===== src/rtl/vga_timing_param_if.sv =====
// Video timing bundle between the timing generator (master) and the draw stages (slave).
// Optional frame_cnt signal exists only when VGA_TIMING_FRAME_CNT_EN is defined.
interface vga_timing_param_if #(
    parameter int CNT_W = 11
);
    logic             pix_en;
    logic             restart;
    logic [CNT_W-1:0] hcount;
    logic [CNT_W-1:0] vcount;
    logic             hblnk;
    logic             vblnk;
    logic             hsync;
    logic             vsync;
    logic             de;
    logic             line_start;
    logic             frame_start;
`ifdef VGA_TIMING_FRAME_CNT_EN
    logic [15:0]      frame_cnt;
`endif

    modport master (
`ifdef VGA_TIMING_FRAME_CNT_EN
        output frame_cnt,
`endif
        input  pix_en, restart,
        output hcount, vcount, hblnk, vblnk, hsync, vsync, de, line_start, frame_start
    );

    modport slave (
`ifdef VGA_TIMING_FRAME_CNT_EN
        input  frame_cnt,
`endif
        output pix_en, restart,
        input  hcount, vcount, hblnk, vblnk, hsync, vsync, de, line_start, frame_start
    );
endinterface


===== src/rtl/vga_timing_param.sv =====
// Parametrised VGA timing generator with pixel enable, restart, data-enable and line/frame strobes.
// Define VGA_TIMING_FRAME_CNT_EN to add the 16-bit frame_cnt output.
module vga_timing_param #(
    parameter int CNT_W     = 11,
    parameter int H_ACTIVE  = 800,
    parameter int H_FP      = 40,
    parameter int H_SYNC    = 128,
    parameter int H_BP      = 88,
    parameter int V_ACTIVE  = 600,
    parameter int V_FP      = 1,
    parameter int V_SYNC    = 4,
    parameter int V_BP      = 23,
    parameter int HSYNC_POL = 1,
    parameter int VSYNC_POL = 1
) (
    input  logic             clk,
    input  logic             rst,
    vga_timing_param_if.master vif
);
    localparam int H_TOTAL = H_ACTIVE + H_FP + H_SYNC + H_BP;
    localparam int V_TOTAL = V_ACTIVE + V_FP + V_SYNC + V_BP;

    if (H_ACTIVE <= 0 || H_FP <= 0 || H_SYNC <= 0 || H_BP <= 0 ||
        V_ACTIVE <= 0 || V_FP <= 0 || V_SYNC <= 0 || V_BP <= 0) begin : g_bad_segment
        $error("vga_timing_param: every timing segment must be non-zero");
    end
    if ((H_TOTAL - 1) >= (1 << CNT_W) || (V_TOTAL - 1) >= (1 << CNT_W)) begin : g_bad_width
        $error("vga_timing_param: CNT_W too narrow for H_TOTAL/V_TOTAL");
    end

    localparam logic [CNT_W-1:0] H_LAST   = CNT_W'(H_TOTAL - 1);
    localparam logic [CNT_W-1:0] V_LAST   = CNT_W'(V_TOTAL - 1);
    localparam logic [CNT_W-1:0] H_ACT_C  = CNT_W'(H_ACTIVE);
    localparam logic [CNT_W-1:0] V_ACT_C  = CNT_W'(V_ACTIVE);
    localparam logic [CNT_W-1:0] HS_BEG   = CNT_W'(H_ACTIVE + H_FP);
    localparam logic [CNT_W-1:0] HS_END   = CNT_W'(H_ACTIVE + H_FP + H_SYNC - 1);
    localparam logic [CNT_W-1:0] VS_BEG   = CNT_W'(V_ACTIVE + V_FP);
    localparam logic [CNT_W-1:0] VS_END   = CNT_W'(V_ACTIVE + V_FP + V_SYNC - 1);
    localparam logic             HS_POL   = (HSYNC_POL != 0);
    localparam logic             VS_POL   = (VSYNC_POL != 0);

    logic [CNT_W-1:0] hcount_q, hcount_d;
    logic [CNT_W-1:0] vcount_q, vcount_d;
    logic             hblnk_q, hblnk_d;
    logic             vblnk_q, vblnk_d;
    logic             hsync_q, hsync_d;
    logic             vsync_q, vsync_d;
    logic             de_q, de_d;
    logic             line_start_q, line_start_d;
    logic             frame_start_q, frame_start_d;
    logic             restart_q, restart_d;
`ifdef VGA_TIMING_FRAME_CNT_EN
    logic [15:0]      frame_cnt_q, frame_cnt_d;
`endif

    // Outputs are decoded from the next counts so they line up with hcount/vcount.
    always_comb begin
        hcount_d      = hcount_q;
        vcount_d      = vcount_q;
        line_start_d  = 1'b0;
        frame_start_d = 1'b0;
        restart_d     = vif.restart;

        if (vif.restart) begin
            hcount_d      = '0;
            vcount_d      = '0;
            // A held restart strobes only on its first cycle.
            line_start_d  = !restart_q;
            frame_start_d = !restart_q;
        end else if (vif.pix_en) begin
            if (hcount_q == H_LAST) begin
                hcount_d     = '0;
                line_start_d = 1'b1;
                if (vcount_q == V_LAST) begin
                    vcount_d      = '0;
                    frame_start_d = 1'b1;
                end else begin
                    vcount_d = vcount_q + CNT_W'(1);
                end
            end else begin
                hcount_d = hcount_q + CNT_W'(1);
            end
        end

        hblnk_d = (hcount_d >= H_ACT_C);
        vblnk_d = (vcount_d >= V_ACT_C);
        hsync_d = ~(((hcount_d >= HS_BEG) && (hcount_d <= HS_END)) ^ HS_POL);
        vsync_d = ~(((vcount_d >= VS_BEG) && (vcount_d <= VS_END)) ^ VS_POL);
        de_d    = !hblnk_d && !vblnk_d;
`ifdef VGA_TIMING_FRAME_CNT_EN
        frame_cnt_d = frame_start_d ? frame_cnt_q + 16'd1 : frame_cnt_q;
`endif
    end

    always_ff @(posedge clk or negedge rst) begin
        if (!rst) begin
            hcount_q      <= '0;
            vcount_q      <= '0;
            hblnk_q       <= 1'b0;
            vblnk_q       <= 1'b0;
            hsync_q       <= ~HS_POL;
            vsync_q       <= ~VS_POL;
            de_q          <= 1'b1;
            line_start_q  <= 1'b0;
            frame_start_q <= 1'b0;
            restart_q     <= 1'b0;
`ifdef VGA_TIMING_FRAME_CNT_EN
            frame_cnt_q   <= '0;
`endif
        end else begin
            hcount_q      <= hcount_d;
            vcount_q      <= vcount_d;
            hblnk_q       <= hblnk_d;
            vblnk_q       <= vblnk_d;
            hsync_q       <= hsync_d;
            vsync_q       <= vsync_d;
            de_q          <= de_d;
            line_start_q  <= line_start_d;
            frame_start_q <= frame_start_d;
            restart_q     <= restart_d;
`ifdef VGA_TIMING_FRAME_CNT_EN
            frame_cnt_q   <= frame_cnt_d;
`endif
        end
    end

    assign vif.hcount      = hcount_q;
    assign vif.vcount      = vcount_q;
    assign vif.hblnk       = hblnk_q;
    assign vif.vblnk       = vblnk_q;
    assign vif.hsync       = hsync_q;
    assign vif.vsync       = vsync_q;
    assign vif.de          = de_q;
    assign vif.line_start  = line_start_q;
    assign vif.frame_start = frame_start_q;
`ifdef VGA_TIMING_FRAME_CNT_EN
    assign vif.frame_cnt   = frame_cnt_q;
`endif
endmodule


===== src/flat_wrapper.sv =====
// flat-port wrapper written by rule: the top's interface ports become plain ports
module vga_timing_param_flat 
#(
    parameter int CNT_W     = 11,
    parameter int H_ACTIVE  = 800,
    parameter int H_FP      = 40,
    parameter int H_SYNC    = 128,
    parameter int H_BP      = 88,
    parameter int V_ACTIVE  = 600,
    parameter int V_FP      = 1,
    parameter int V_SYNC    = 4,
    parameter int V_BP      = 23,
    parameter int HSYNC_POL = 1,
    parameter int VSYNC_POL = 1
)
  (clk, rst, vif_pix_en, vif_restart, vif_hcount, vif_vcount, vif_hblnk, vif_vblnk, vif_hsync, vif_vsync, vif_de, vif_line_start, vif_frame_start);
  vga_timing_param_if #(.CNT_W(CNT_W)) vif_i ();
  input  logic clk;
  input  logic rst;
  input wire logic [$bits(vif_i.pix_en)-1:0] vif_pix_en;
  input wire logic [$bits(vif_i.restart)-1:0] vif_restart;
  output wire logic [$bits(vif_i.hcount)-1:0] vif_hcount;
  output wire logic [$bits(vif_i.vcount)-1:0] vif_vcount;
  output wire logic [$bits(vif_i.hblnk)-1:0] vif_hblnk;
  output wire logic [$bits(vif_i.vblnk)-1:0] vif_vblnk;
  output wire logic [$bits(vif_i.hsync)-1:0] vif_hsync;
  output wire logic [$bits(vif_i.vsync)-1:0] vif_vsync;
  output wire logic [$bits(vif_i.de)-1:0] vif_de;
  output wire logic [$bits(vif_i.line_start)-1:0] vif_line_start;
  output wire logic [$bits(vif_i.frame_start)-1:0] vif_frame_start;
  assign vif_i.pix_en = vif_pix_en;
  assign vif_i.restart = vif_restart;
  assign vif_hcount = vif_i.hcount;
  assign vif_vcount = vif_i.vcount;
  assign vif_hblnk = vif_i.hblnk;
  assign vif_vblnk = vif_i.vblnk;
  assign vif_hsync = vif_i.hsync;
  assign vif_vsync = vif_i.vsync;
  assign vif_de = vif_i.de;
  assign vif_line_start = vif_i.line_start;
  assign vif_frame_start = vif_i.frame_start;
  vga_timing_param #(.CNT_W(CNT_W), .H_ACTIVE(H_ACTIVE), .H_FP(H_FP), .H_SYNC(H_SYNC), .H_BP(H_BP), .V_ACTIVE(V_ACTIVE), .V_FP(V_FP), .V_SYNC(V_SYNC), .V_BP(V_BP), .HSYNC_POL(HSYNC_POL), .VSYNC_POL(VSYNC_POL)) u_core (.clk(clk), .rst(rst), .vif(vif_i));
endmodule

===== config.mk =====
export PLATFORM = sky130hd
export DESIGN_NAME = vga_timing_param_flat
export DESIGN_NICKNAME = d
export VERILOG_FILES = /design/src/rtl/vga_timing_param_if.sv /design/src/rtl/vga_timing_param.sv /design/src/flat_wrapper.sv
export SDC_FILE = /design/constraint.sdc
export NUM_CORES = 1
export LEC_CHECK = 0
export BUFFER_PORTS_ARGS = -buffer_cell sky130_fd_sc_hd__buf_4
export CORE_MARGIN = 8
export CORE_UTILIZATION = 32
export DETAILED_ROUTE_END_ITERATION = 10
export PLACE_DENSITY = 0.51
export SYNTH_ARGS = -nofsm -noshare
export SYNTH_HDL_FRONTEND = slang
export SYNTH_SLANG_ARGS = --single-unit

===== constraint.sdc =====
create_clock -name clk -period 3.69 [get_ports clk]
set_input_delay 0.5535 -clock clk [delete_from_list [all_inputs] [get_ports clk]]
set_output_delay 0.5535 -clock clk [all_outputs]
set_load 0.005 [all_outputs]

==> impl_results.md, run 1 <==
- Post-synth ARST share: 100.0%
- Most common cell after layout, fill and taps aside: buf_4
- Setup Fix Bufs, Post-CTS: 0
- Drt pass-1 iters: 4
- Critical Path RT: 3860 ps
- Clock buffer count from CTS: 5
- Routed vias: between 1.5k and 2k
- Die area: 8737 um2
- Dpl hpwl: roughly 3.9 mm
- Clock buffer depth: 2
- Slowest-stage cell, CP: o41ai_2
- Hold-fix buffers, CTS: 0
- Remaining antenna violation count after routing: 0
- Detailed router's first-iteration violation count: 79
- Number of global-route vias before repair: 1,787
- Setup crit end kind: flip-flop
- #FFs+latches synth: 30
- Final Hold Vio Count: 0
- Via density: 5.530
- WP buf/inv: 0
- Post-synth cell types: 58
- WL per Instance: 16.51 um
- Setup-failing EPs final: 0
- VDD IR max: 0.00009613 V
- Initial Utilization: 32.83%
- Fill cells: 606
- Crit-path cells: ha_1, and4bb_2, nand4_1, o21a_1, o41ai_2, o311ai_2, a21o_1
- MaxCap Viol Count: 0
- Final TNS setup: 0 ps
- Tot GR Track Use: between 10% and 20%
- Commonest non-fill, non-tap cells in the layout: buf_4, dfrtp_1, nor2_1
- Pin count of the biggest net entering global routing: 31
- Layout cell share with drive strength beyond 1: 22.73%
- Area growth syn-to-layout: 19.67%
- CP Class: flip-flop to flip-flop
- GRT Residual Overflow: 0
- Status: completed
- Worst slew pin tran: 675.6 ps
- Post-synth net total: between 200 and 250
- FP Rows: 28
- Rel. slew slack: 54.69%
- RSZ-0062 raised after global routing: no
- Root buf cell: clkbuf_8
- Hold WC Path Type: input pin to asynchronous set/reset pin
- Post-Synthesis Cells: 212
- Core region area: 5851 um2
- Most common flop cell mapped by yosys: dfrtp_1
- Post-layout min period: 2655 ps
- Fmax: 376.7 MHz
- I/O Pins: 33
- R2R depth: 7
- Die X: 93.47 um
- Final Max Slew Viols: 0
- Final wirelength: between 5 and 6 mm
- Final Cycle Share: 71.95%
- RD Place Congestion: between 0.8 and 0.9
- IO Port Bufs: 32
- Slowest cell delay on critical path: approximately 580 ps
- TritonCTS clock tree: done
- Die H: just over 90 um
- Worst path depth: 7
- P per Cell Area: 289.0 nW/um2
- # diodes: 0
- H-tree lvl count: 2
- Setup Skew: 6.845 ps
- CP top delay family: compound AO/OA/AOI/OAI gates
- Sequential element share of the synthesized area: 39.15%
- Worst-path fanout max: 11
- Hold Slack: 202.3 ps
- First-pass GRT wire length: approximately 9 mm
- Post-synth EDFFs: 0
- DRC errors left: 0
- WP data arrival: 2820 ps
- CTS sink count: 30
- Clock Pin Slew Worst Setup and Hold Paths: 70 ps
- YS warnings: 0
- Worst skew pair latency: 280 ps
- Initial antenna violation count: 0
- Critical Path Start Type: flip-flop
- Syn Std Cell Area: 1921 um2
- Leak Pwr: 0.9803 nW
- Synth Area per Inst: approximately 9 um2
- NumNets Final: 247
- Cts repair resizes: 0
cell type report:
type / instances / area [um2] / area share (%)
clock buffer: 7 / 86.33 / 3.756
clock inverter: 1 / 5.005 / 0.2177
inverter: 9 / 33.78 / 1.470
multi-input combinational: 163 / 1087 / 47.31
sequential: 30 / 752.0 / 32.72
tap: 75 / 93.84 / 4.083
timing repair buffer: 32 / 240.2 / 10.45
Yosys cell counts, types with 2 or more instances:
cell type	count	share of area [%]
xor2_1	6	2.7
ha_1	2	1.3
clkbuf_2	2	0.52
nor4b_1	2	0.91
o21a_1	4	1.6
nand2b_1	4	1.3
inv_1	9	1.8
o31ai_1	4	1.6
o211ai_1	2	0.78
mux2i_1	2	1.0
clkbuf_1	7	1.4
o22ai_1	2	0.65
nor4_1	4	1.3
dfrtp_1	29	38
a31oi_1	6	2.0
nand3_1	9	2.3
nand2_1	12	2.3
and2_1	2	0.65
or3_1	4	1.3
a21oi_1	7	1.8
a21o_1	2	0.78
xnor2_1	5	2.3
and3_1	5	1.6
nand4_1	8	2.6
nor2_1	21	4.1
nor3_1	11	2.9
a211oi_1	2	0.78
mux2_2	2	1.2
and4_1	2	0.91
o21ai_0	7	1.8
report_power, final:
part | leakage (nW) | switching (mW) | total, mW | internal, mW
clock network | 0.0482 | 0.127 | 0.278 | 0.150
logic | 0.523 | 0.0283 | 0.0452 | 0.0169
registers | 0.409 | 0.00765 | 0.341 | 0.334
registers in the layout, indices dropped and copies added, names as in the netlist:
name and cells:
u_core.restart_q 1, u_core.vif.de 1, u_core.vif.frame_start 1, u_core.vif.hblnk 1
u_core.vif.hcount 11, u_core.vif.hsync 1, u_core.vif.line_start 1, u_core.vif.vblnk 1
u_core.vif.vcount 11, u_core.vif.vsync 1
path summary, 6_finish.rpt:
| path | startpoint | to | slack, ps |
|---|---|---|---|
| setup reg to reg | u_core.vif.hcount[0] | u_core.vif.vblnk | 1040 |
| max in group asynchronous | rst | u_core.vif.de | 3160 |
| hold / removal | rst | u_core.vif.vcount[1] | 200 |
| min in group clk | u_core.restart_q | u_core.vif.frame_start | 530 |
| setup / recovery | u_core.vif.hcount[0] | u_core.vif.vblnk | 1040 |
| hold reg to reg | u_core.restart_q | u_core.vif.frame_start | 530 |
through the flow:
| step | cells | util (%) | setup slack (ps) | area (um2) | total power, mW |
|---|---|---|---|---|---|
| after floorplan | 212 | - | 1325 | 1921 | 0.3700 |
| after global placement | 309 | 37.72 | 1049 | 2207 | 0.3935 |
| after detailed placement | 309 | 37.72 | 1043 | 2207 | 0.3935 |
| after CTS | 317 | 39.29 | 1014 | 2298 | 0.6784 |
| after global routing | 317 | 39.29 | 824.6 | 2298 | 0.6937 |
| final | 317 | 39.29 | 1035 | 2298 | 0.6642 |
cell families (layout without fill, tap and decap cells):
logic type	Yosys count	in the layout	share of synthesized area, %
AND/OR/NAND/NOR	98	98	29.45
AO/OA/AOI/OAI	48	48	18.63
flip-flops	30	30	39.15
buffers and inverters	19	49	4.235
XOR/XNOR	11	11	5.016
multiplexers	4	4	2.215
adder cells (fa/ha/maj)	2	2	1.303
layer usage:
metal / global-route usage (%) / part of all wire [%]
met5: 0 / 0
met4: 4.832 / 2.1
met3: 4.006 / 6.9
met2: 19.92 / 46
met1: 15.70 / 45
Note: power is estimated with default switching activity, not from simulation.
==> inputs of run 2 (changes only) <==
==> constraint.sdc (replaced) <==
create_clock -name clk -period 2.6 [get_ports clk]
set_input_delay 0.39 -clock clk [delete_from_list [all_inputs] [get_ports clk]]
set_output_delay 0.39 -clock clk [all_outputs]
set_load 0.005 [all_outputs]
==> run 2 against run 1 <==
  * Design area is 5.4% higher
  * Non-clock buffer count up 15
  * Die area did not move
  * Sequential cell count stayed put
  * Sequential power increased by 41%
  * Critical path type unchanged
  * Largest cell class unchanged
  * Largest power group unchanged
  * Global-route usage up 0.84 points
  * Total power increased by 43%
==> impl_results.md, run 2 (synthesis gave the netlist of run 1 again) <==
- Status: completed
- Die X: 93.47 um (unchanged)
- R2R Setup Slk: 130 ps (-900 ps)
- Reg2reg start: u_core.vif.vcount[1]
- Initial antenna violation count: 0 (unchanged)
- Layout cell share with drive strength beyond 1: 28.02% (+5.3 points)
- Drt pass-1 iters: 4 (unchanged)
- Crit-path cells: ha_1, nor3b_1, and3_1, nor4_1, o41ai_2, o311ai_2, a21o_1
- WP data arrival: 2650 ps (-170 ps)
- Commonest non-fill, non-tap cells in the layout: buf_4, dfrtp_1, nor2_1
- Number of global-route vias before repair: 1,803 (+0.90%)
- Met3 usage: 4.247% (+0.24 points)
- Footprint of the multi-input gates: 1100 um2 (+1.2%)
- Area growth syn-to-layout: 26.19%
- P per Cell Area: 391.2 nW/um2 (+35%)
- Clock buffer count from CTS: 5 (unchanged)
- DRC errors left: 0 (unchanged)
- R2R depth: 7 (unchanged)
- Register area: 752.0 um2 (unchanged)
- Clock Pin Slew Worst Setup and Hold Paths: 70 ps (about the same)
- Core region area: 5851 um2 (unchanged)
- Met1 Use GR: 16.98% (+1.3 points)
- Critical Path Start Type: flip-flop
- Initial Utilization: 32.83% (unchanged)
- Most common cell after layout, fill and taps aside: buf_4
- Slowest-stage cell, CP: o41ai_2
- RSZ-0062 raised after global routing: no
- Final Cycle Share: 94.91% (+23 points)
- Final TNS setup: 0 ps (unchanged)
- Post-layout min period: 2468 ps (-187.3 ps)
- CP top delay family: compound AO/OA/AOI/OAI gates
- VDD IR max: 0.0001867 V (+94%)
- CP Class: flip-flop to flip-flop
- Critical Path RT: 2780 ps (-1080 ps)
- MaxCap Viol Count: 0 (unchanged)
- Tot GR Track Use: 13.49% (+0.84 points)
- Worst skew pair latency: 280 ps (about the same)
- Clock buffer depth: 2 (unchanged)
- RD Place Congestion: 0.8195 (-2.7%)
- Worst-path fanout max: 7 (-4)
- Worst slew pin tran: 539.5 ps (-136.1 ps)
- IO Port Bufs: 32 (unchanged)
- Final Hold Vio Count: 0 (unchanged)
- Remaining antenna violation count after routing: 0 (unchanged)
- H-tree lvl count: 2 (unchanged)
- R2R Path End: u_core.vif.vblnk
- Fill cells: 580 (-4.3%)
- Most used routing layer in global routing: met2
- Detailed router's first-iteration violation count: 82 (+3.8%)
- Via density: 5.461 (-1.3%)
- Fmax: 405.2 MHz (+7.6%)
- Die area: 8737 um2 (unchanged)
- WL per Instance: 16.30 um (-1.3%)
- GRT Residual Overflow: 0 (unchanged)
- Dpl hpwl: 4.061 mm (+4.6%)
- I/O Pins: 33 (unchanged)
- Die H: 93.47 um (unchanged)
- WP buf/inv: 0 (unchanged)
- # diodes: 0 (unchanged)
- Pin count of the biggest net entering global routing: 31 (unchanged)
- NumNets Final: 262 (+6.1%)
- Setup Skew: 6.520 ps (-0.3245 ps)
- First-pass GRT wire length: 9.370 mm (+5.8%)
- GR Util met2: 21.39% (+1.5 points)
- Final wirelength: 5.412 mm (+3.4%)
- Routed vias: 1,813 (+3.4%)
- FP Rows: 28 (unchanged)
- Final Util: 41.42% (+2.1 points)
- Slowest cell delay on critical path: 480 ps (-100 ps)
- Final Max Slew Viols: 0 (unchanged)
- Setup-failing EPs final: 0 (unchanged)
- CTS sink count: 30 (unchanged)
- Setup crit end kind: flip-flop
- Root buf cell: clkbuf_8
- Rel. slew slack: 63.76% (+9.1 points)
- TritonCTS clock tree: done
- Hold WC Path Type: input pin to asynchronous set/reset pin
- Leak Pwr: 1.060 nW (+8.1%)
-- run 2: changes by cell type in the layout (fill, tap and decap cells not counted), sizes merged --
cell,before,now
buf,32,47
-- run 2: worst register-to-register path: stages, from the launching register on --
cell and delay, ps:
dfrtp_1 430, ha_1 260, nor3b_1 320, and3_1 380, nor4_1 120, o41ai_2 480
o311ai_2 200, a21o_1 180
-- run 2: stage by stage --
step | power [mW] | worst slack, ps | std cells | hold slack (ps) | instance area, um2
3_3_place_gp | 0.5644 | 88.21 | 324 | 352.9 | 2320
4_1_cts | 0.9618 | 71.75 | 332 | 45.47 | 2411
2_1_floorplan | 0.5251 | 235.2 | 212 | 94.41 | 1921
5_1_grt | 0.9942 | 27.52 | 332 | 56.87 | 2424
3_5_place_dp | 0.5645 | 78.68 | 324 | 352.0 | 2320
6_report | 0.9482 | 132.4 | 332 | 33.79 | 2424
-- run 2: worst max-delay path by stage --
stage,startpoint,endpoint,slack (ps),depth (start not counted)
floorplan,u_core.vif.hcount[6],u_core.vif.vblnk,240,7
global placement,u_core.vif.vcount[3],u_core.vif.vblnk,90,6
detailed placement,u_core.vif.vcount[3],u_core.vif.vblnk,80,6
CTS,u_core.vif.vcount[3],u_core.vif.vblnk,70,6
global route,u_core.vif.vcount[1],u_core.vif.vblnk,30,7
finish,u_core.vif.vcount[1],u_core.vif.vblnk,130,7
-- run 2: per-layer routing --
metal,vias to the layer above,wire length [um]
met5,-,0
met3,8,372
met2,53,2552
met1,870,2410
li1,882,-
met4,0,78
-- run 2: timing repair --
item | CTS | global route
setup buffers | 0 | 0
setup endpoints to repair | 0 | 4
hold buffers | 0 | 0
gates resized for setup | 0 | 3
-- run 2: cell type report --
cell class,instances,area share (%)
timing repair buffer,47,14.56
inverter,9,1.394
clock buffer,7,3.562
multi-input combinational,163,45.38
sequential,30,31.03
tap,75,3.872
clock inverter,1,0.2065
-- run 2: report_power, final --
part	internal, mW	switching [mW]
Sequential	0.473	0.00671
Clock	0.213	0.181
Combinational	0.0292	0.0448
